<file path="src/rtl/sfifo_asdp_ctrl.sv">
// sfifo_asdp_ctrl: FWFT FIFO controller for an external simple dual-port RAM.
// Registered output stage hides the RAM's combinational read from the consumer.
module sfifo_asdp_ctrl #(
  parameter int DEPTH = 6,
  parameter int WIDTH = 32,
  parameter int AFULL = 2**DEPTH-4
) (
  input  logic             clk,
  input  logic             srst,
  input  logic             flush,
  input  logic             in_valid,
  output logic             in_ready,
  input  logic [WIDTH-1:0] in_data,
  output logic             out_valid,
  input  logic             out_ready,
  output logic [WIDTH-1:0] out_data,
  output logic [DEPTH:0]   level,
  output logic             almost_full,
  output logic             mem_wea,
  output logic [DEPTH-1:0] mem_addra,
  output logic [WIDTH-1:0] mem_dia,
  output logic [DEPTH-1:0] mem_addrb,
  input  logic [WIDTH-1:0] mem_dob
);
  localparam logic [DEPTH:0] ONE = (DEPTH+1)'(1);
  localparam logic [DEPTH:0] AF = (DEPTH+1)'(AFULL);
  logic [DEPTH:0] wptr, rptr, level_nxt;
  logic mem_empty, mem_full, push, pop, load;
  always_comb begin
    mem_empty = wptr == rptr;
    mem_full = (wptr[DEPTH] != rptr[DEPTH]) && (wptr[DEPTH-1:0] == rptr[DEPTH-1:0]);
    in_ready = !mem_full;
    push = in_valid && in_ready;
    pop = out_valid && out_ready;
    load = !mem_empty && (!out_valid || out_ready);
    level_nxt = level + (push ? ONE : '0) - (pop ? ONE : '0);
    mem_wea = push;
    mem_addra = wptr[DEPTH-1:0];
    mem_dia = in_data;
    mem_addrb = rptr[DEPTH-1:0];
  end
  // load also covers the pop case, so out_valid only drops when the RAM is empty
  always_ff @(posedge clk) begin
    if (srst || flush) begin
      wptr <= '0;
      rptr <= '0;
      out_valid <= 1'b0;
      out_data <= '0;
      level <= '0;
      almost_full <= 1'b0;
    end else begin
      if (push) wptr <= wptr + ONE;
      if (load) begin
        rptr <= rptr + ONE;
        out_data <= mem_dob;
      end
      out_valid <= load || (out_valid && !out_ready);
      level <= level_nxt;
      almost_full <= level_nxt >= AF;
    end
  end
endmodule

</file>
<file path="config.mk">
export PLATFORM = sky130hd
export DESIGN_NAME = sfifo_asdp_ctrl
export DESIGN_NICKNAME = d
export VERILOG_FILES = /design/src/rtl/sfifo_asdp_ctrl.sv
export SDC_FILE = /design/constraint.sdc
export NUM_CORES = 1
export LEC_CHECK = 0
export ABC_AREA = 1
export CAP_MARGIN = 40
export CORE_ASPECT_RATIO = 0.8
export CORE_MARGIN = 1.5
export CORE_UTILIZATION = 44
export CTS_CLUSTER_DIAMETER = 100
export DETAILED_ROUTE_END_ITERATION = 12
export MAX_ROUTING_LAYER = met4
export PLACE_DENSITY_LB_ADDON = 0.25
export SLEW_MARGIN = 5
export SYNTH_ARGS = -nofsm -noshare
export SYNTH_HDL_FRONTEND = slang
export SYNTH_SLANG_ARGS = --single-unit
</file>
<file path="constraint.sdc">
create_clock -name clk -period 5.2 [get_ports clk]
set_clock_uncertainty 0.2 [all_clocks]
set_input_delay 1.04 -clock clk [delete_from_list [all_inputs] [get_ports clk]]
set_output_delay 1.04 -clock clk [all_outputs]
set_load 0.005 [all_outputs]
</file>
==> impl_metrics.prom <==
# TYPE chip_impl_metric gauge
chip_impl_info{name="status",value="finished clean"} 1
chip_impl_metric{name="number_of_antenna_violations_at_the_first_check_in_global_routing",unit=""} 0
chip_impl_metric{name="cap_violations",unit=""} 0
chip_impl_metric{name="number_of_global_route_vias_before_repair",unit=""} 2404
chip_impl_metric{name="top_level_pins",unit=""} 156
chip_impl_info{name="ys_top_cells_by_count",value="91 x sky130_fd_sc_hd__nand2_1, 91 x sky130_fd_sc_hd__nor2_1, 55 x sky130_fd_sc_hd__dfxtp_1, 47 x sky130_fd_sc_hd__buf_4, 35 x sky130_fd_sc_hd__nand3b_1"} 1
chip_impl_metric{name="fp.dieArea",unit="µm²"} 7600
chip_impl_metric{name="cts-buffers-inserted",unit=""} 5
chip_impl_metric{name="global_route.overflow_total",unit=""} 0
chip_impl_metric{name="critPathRequiredTime",unit="ns"} 3.96
chip_impl_info{name="grt_setup_unrepaired",value="false"} 1
chip_impl_metric{name="proportion_of_layout_cells_with_a_drive_suffix_above_1",unit="%"} 4.87
chip_impl_metric{name="routed_wl",unit="µm"} 6680
chip_impl_metric{name="synthesis_to_finish_area_growth",unit="%"} 23.0
chip_impl_info{name="synth_top_area_cell",value="sky130_fd_sc_hd__dfxtp_1"} 1
chip_impl_info{name="timing.hold.worst.class",value="flop to flop"} 1
chip_impl_metric{name="final_area",unit="µm²"} 3840
chip_impl_info{name="synth.area.top_cells",value="sky130_fd_sc_hd__dfxtp_1 35%, sky130_fd_sc_hd__buf_4 11%, sky130_fd_sc_hd__nand2_1 11%, sky130_fd_sc_hd__nor2_1 11%, sky130_fd_sc_hd__nand3b_1 8.4%"} 1
chip_impl_metric{name="floorplan.initialDensity",unit="%"} 45.5
chip_impl_metric{name="drc_markers",unit=""} 0
chip_impl_metric{name="wl_per_cell",unit="µm"} 12.0
chip_impl_metric{name="postCtsSetupBuffers",unit=""} 0
chip_impl_metric{name="cts.reportedPaths.clkPinSlew",unit="ns"} 0.10
chip_impl_metric{name="instances_no_fill",unit=""} 559
chip_impl_metric{name="count_of_synthesis_stage_warnings_from_yosys",unit=""} 0
chip_impl_metric{name="die_width",unit="µm"} 97.1
chip_impl_metric{name="dr.first_iter.drc_count",unit=""} 105
chip_impl_metric{name="synthesis.area",unit="µm²"} 3120
chip_impl_metric{name="grt_max_degree",unit=""} 42
chip_impl_metric{name="viasPerCell",unit=""} 4.76
chip_impl_metric{name="post_synth_num_cell_types",unit=""} 27
chip_impl_metric{name="fillerInstances",unit=""} 660
chip_impl_metric{name="htreeDepth",unit=""} 2
chip_impl_metric{name="fin_tns_setup",unit="ns"} 0
chip_impl_metric{name="floorplan.core_area",unit="µm²"} 6860
chip_impl_info{name="setup.worst_path.start_class",value="primary input"} 1
chip_impl_metric{name="async_reset_ff_share",unit="%"} 0
chip_impl_metric{name="synth_largest_type_area_fraction",unit="%"} 35.3
chip_impl_metric{name="cp.arrival",unit="ns"} 2.48
chip_impl_metric{name="cts-hold-fix-buffers",unit=""} 0
chip_impl_metric{name="syn_area_per_cell",unit="µm²"} 7.20
chip_impl_info{name="timing.setup.critical_path_class",value="primary input to output port"} 1
chip_impl_info{name="cell_at_the_root_of_the_clock_tree",value="sky130_fd_sc_hd__clkbuf_8"} 1
chip_impl_metric{name="nNetsFinal",unit=""} 551
chip_impl_metric{name="timing.max_slew.rel_slack",unit="%"} 59.4
chip_impl_metric{name="total_leakage_power",unit="nW"} 1.53
chip_impl_metric{name="die_height",unit="µm"} 78.3
chip_impl_metric{name="cts_resized",unit=""} 0
chip_impl_metric{name="layout_worst_path_cycle_share",unit="%"} 71.4
chip_impl_metric{name="timing.final.setup_violations",unit=""} 0
chip_impl_info{name="tritoncts",value="done"} 1
chip_impl_metric{name="numPlacedInstances",unit=""} 552
chip_impl_info{name="synth_top_flop_cell",value="sky130_fd_sc_hd__dfxtp_1"} 1
chip_impl_metric{name="worstPathMaxFanout",unit=""} 8
chip_impl_metric{name="finalCriticalPeriod",unit="ns"} 3.72
chip_impl_metric{name="detailroute.via_count",unit=""} 2660
chip_impl_metric{name="grt_first_pass_wirelength",unit="µm"} 11000
chip_impl_metric{name="timing.final.hold_violations",unit=""} 0
chip_impl_metric{name="routabilityCongestion",unit=""} 0.817
chip_impl_metric{name="synth_edf_count",unit=""} 0
chip_impl_metric{name="final_antenna_net_count",unit=""} 0
chip_impl_metric{name="clkSinkCount",unit=""} 55
chip_impl_metric{name="achievable_clock_frequency",unit="GHz"} 0.269
chip_impl_info{name="setup.worst_path.end_class",value="output port"} 1
chip_impl_metric{name="power.density",unit="nW/µm²"} 256
chip_impl_metric{name="slew_viol_final",unit=""} 0
chip_impl_metric{name="syn-instance-count",unit=""} 433
chip_impl_metric{name="post_dp_cell_area",unit="µm²"} 3730
chip_impl_metric{name="firstDrtPassIters",unit=""} 4
chip_impl_metric{name="diodes_inserted",unit=""} 0
chip_impl_metric{name="portBuffers",unit=""} 91
chip_impl_metric{name="transition_at_the_pin_with_the_smallest_max_transition_slack",unit="ns"} 0.609
chip_impl_metric{name="syn-num-nets",unit=""} 512
chip_impl_metric{name="clock_path_buffers",unit=""} 2
chip_impl_metric{name="placement_rows",unit=""} 27
chip_impl_metric{name="globalRouteTotalUtil",unit="%"} 17.9
chip_impl_metric{name="synth.yosys.seq_area_share",unit="%"} 35.3
chip_impl_metric{name="hpwl",unit="µm"} 4580
chip_impl_metric{name="worst_ir_drop_vdd",unit="V"} 0.000129
chip_impl_metric{name="synth_seq_cells",unit=""} 55
chip_impl_metric{name="insertion_delay",unit="ns"} 0.30
[cell type report]
| class | count | area [µm²] | area share, % |
|---|---|---|---|
| timing repair buffer | 93 | 926 | 24.1 |
| tap | 87 | 109 | 2.84 |
| inverter | 33 | 124 | 3.23 |
| clock inverter | 2 | 37.5 | 0.978 |
| sequential | 55 | 1100 | 28.7 |
| multi-input combinational | 284 | 1470 | 38.3 |
| clock buffer | 5 | 68.8 | 1.79 |
[layer usage]
metal	track usage [%]	up-vias	wire length [µm]	part of all wire, %
met3	4.27	12	362	5.4
li1	-	1375	-	-
met1	23.4	1198	3310	49
met5	-	-	0	0
met4	4.78	0	64	0.96
met2	27.9	75	2950	44
[worst max-delay path: stages]
cell and delay, ns:
sky130_fd_sc_hd__clkdlybuf4s50_1 0.63, sky130_fd_sc_hd__nand2_2 0.18, sky130_fd_sc_hd__inv_1 0.12, sky130_fd_sc_hd__clkdlybuf4s50_1 0.50
[per-stage QoR]
step                      power, mW  hold slack (ns)  worst slack [ns]  util [%]
after floorplan               0.644            0.275              1.94         -
after global placement        0.712            0.262              1.44      54.4
after detailed placement      0.718            0.271              1.38      54.4
after CTS                     0.997            0.291              1.48      55.9
after global routing           1.05            0.306              1.42      55.9
final                         0.983            0.288              1.48      55.9
[final timing paths]
check / startpoint / end / slack [ns] / depth (start not counted)
worst max-delay path: in_valid / mem_wea / 1.48 / 4
worst min-delay path: out_data[7]$_SDFFE_PP0P_ / out_data[7]$_SDFFE_PP0P_ / 0.29 / 2
worst max register to register: rptr[0]$_SDFFE_PP0P_ / almost_full$_SDFF_PP0_ / 2.03 / 17
worst min register to register: out_data[7]$_SDFFE_PP0P_ / out_data[7]$_SDFFE_PP0P_ / 0.29 / 2
[state kept, by name, indices dropped and copies added, names as in the netlist]
name	cells
rptr	7
out_data	32
almost_full	1
out_valid	1
level	7
wptr	7
[placed cells by master, fill, tap and decap left out, types with 2 or more instances in the layout]
cell | Yosys | routed
sky130_fd_sc_hd__buf_4 | 47 | 2
sky130_fd_sc_hd__a21oi_1 | 13 | 13
sky130_fd_sc_hd__xor2_1 | 11 | 11
sky130_fd_sc_hd__clkbuf_8 | 0 | 5
sky130_fd_sc_hd__nor2_1 | 91 | 90
sky130_fd_sc_hd__nand3b_1 | 35 | 35
sky130_fd_sc_hd__nand2_4 | 2 | 2
sky130_fd_sc_hd__nand4_1 | 2 | 2
sky130_fd_sc_hd__nor2_2 | 2 | 3
sky130_fd_sc_hd__inv_1 | 30 | 30
sky130_fd_sc_hd__nand2_1 | 91 | 91
sky130_fd_sc_hd__nand3_1 | 16 | 16
sky130_fd_sc_hd__xnor2_1 | 3 | 3
sky130_fd_sc_hd__inv_2 | 3 | 3
sky130_fd_sc_hd__clkdlybuf4s50_1 | 0 | 91
sky130_fd_sc_hd__dfxtp_1 | 55 | 55
sky130_fd_sc_hd__ha_1 | 9 | 9
[power breakdown]
part / switching (mW) / internal [mW] / total (mW)
Combinational: 0.122 / 0.121 / 0.243
Clock: 0.136 / 0.141 / 0.277
Sequential: 0.0159 / 0.447 / 0.463
Total: 0.274 / 0.709 / 0.983
[cell families (layout without fill, tap and decap cells)]
group	count (synthesis)	in the layout	synth area share (%)
and+or+nand+nor	245	245	36.4
buffers and inverters	94	133	17.6
DFF	55	55	35.3
AOI/OAI and AO/OA	15	15	2.53
xor gates and xnor gates	14	14	3.93
adders and majority gates	10	10	4.25
(Power assumes the default switching activity.)
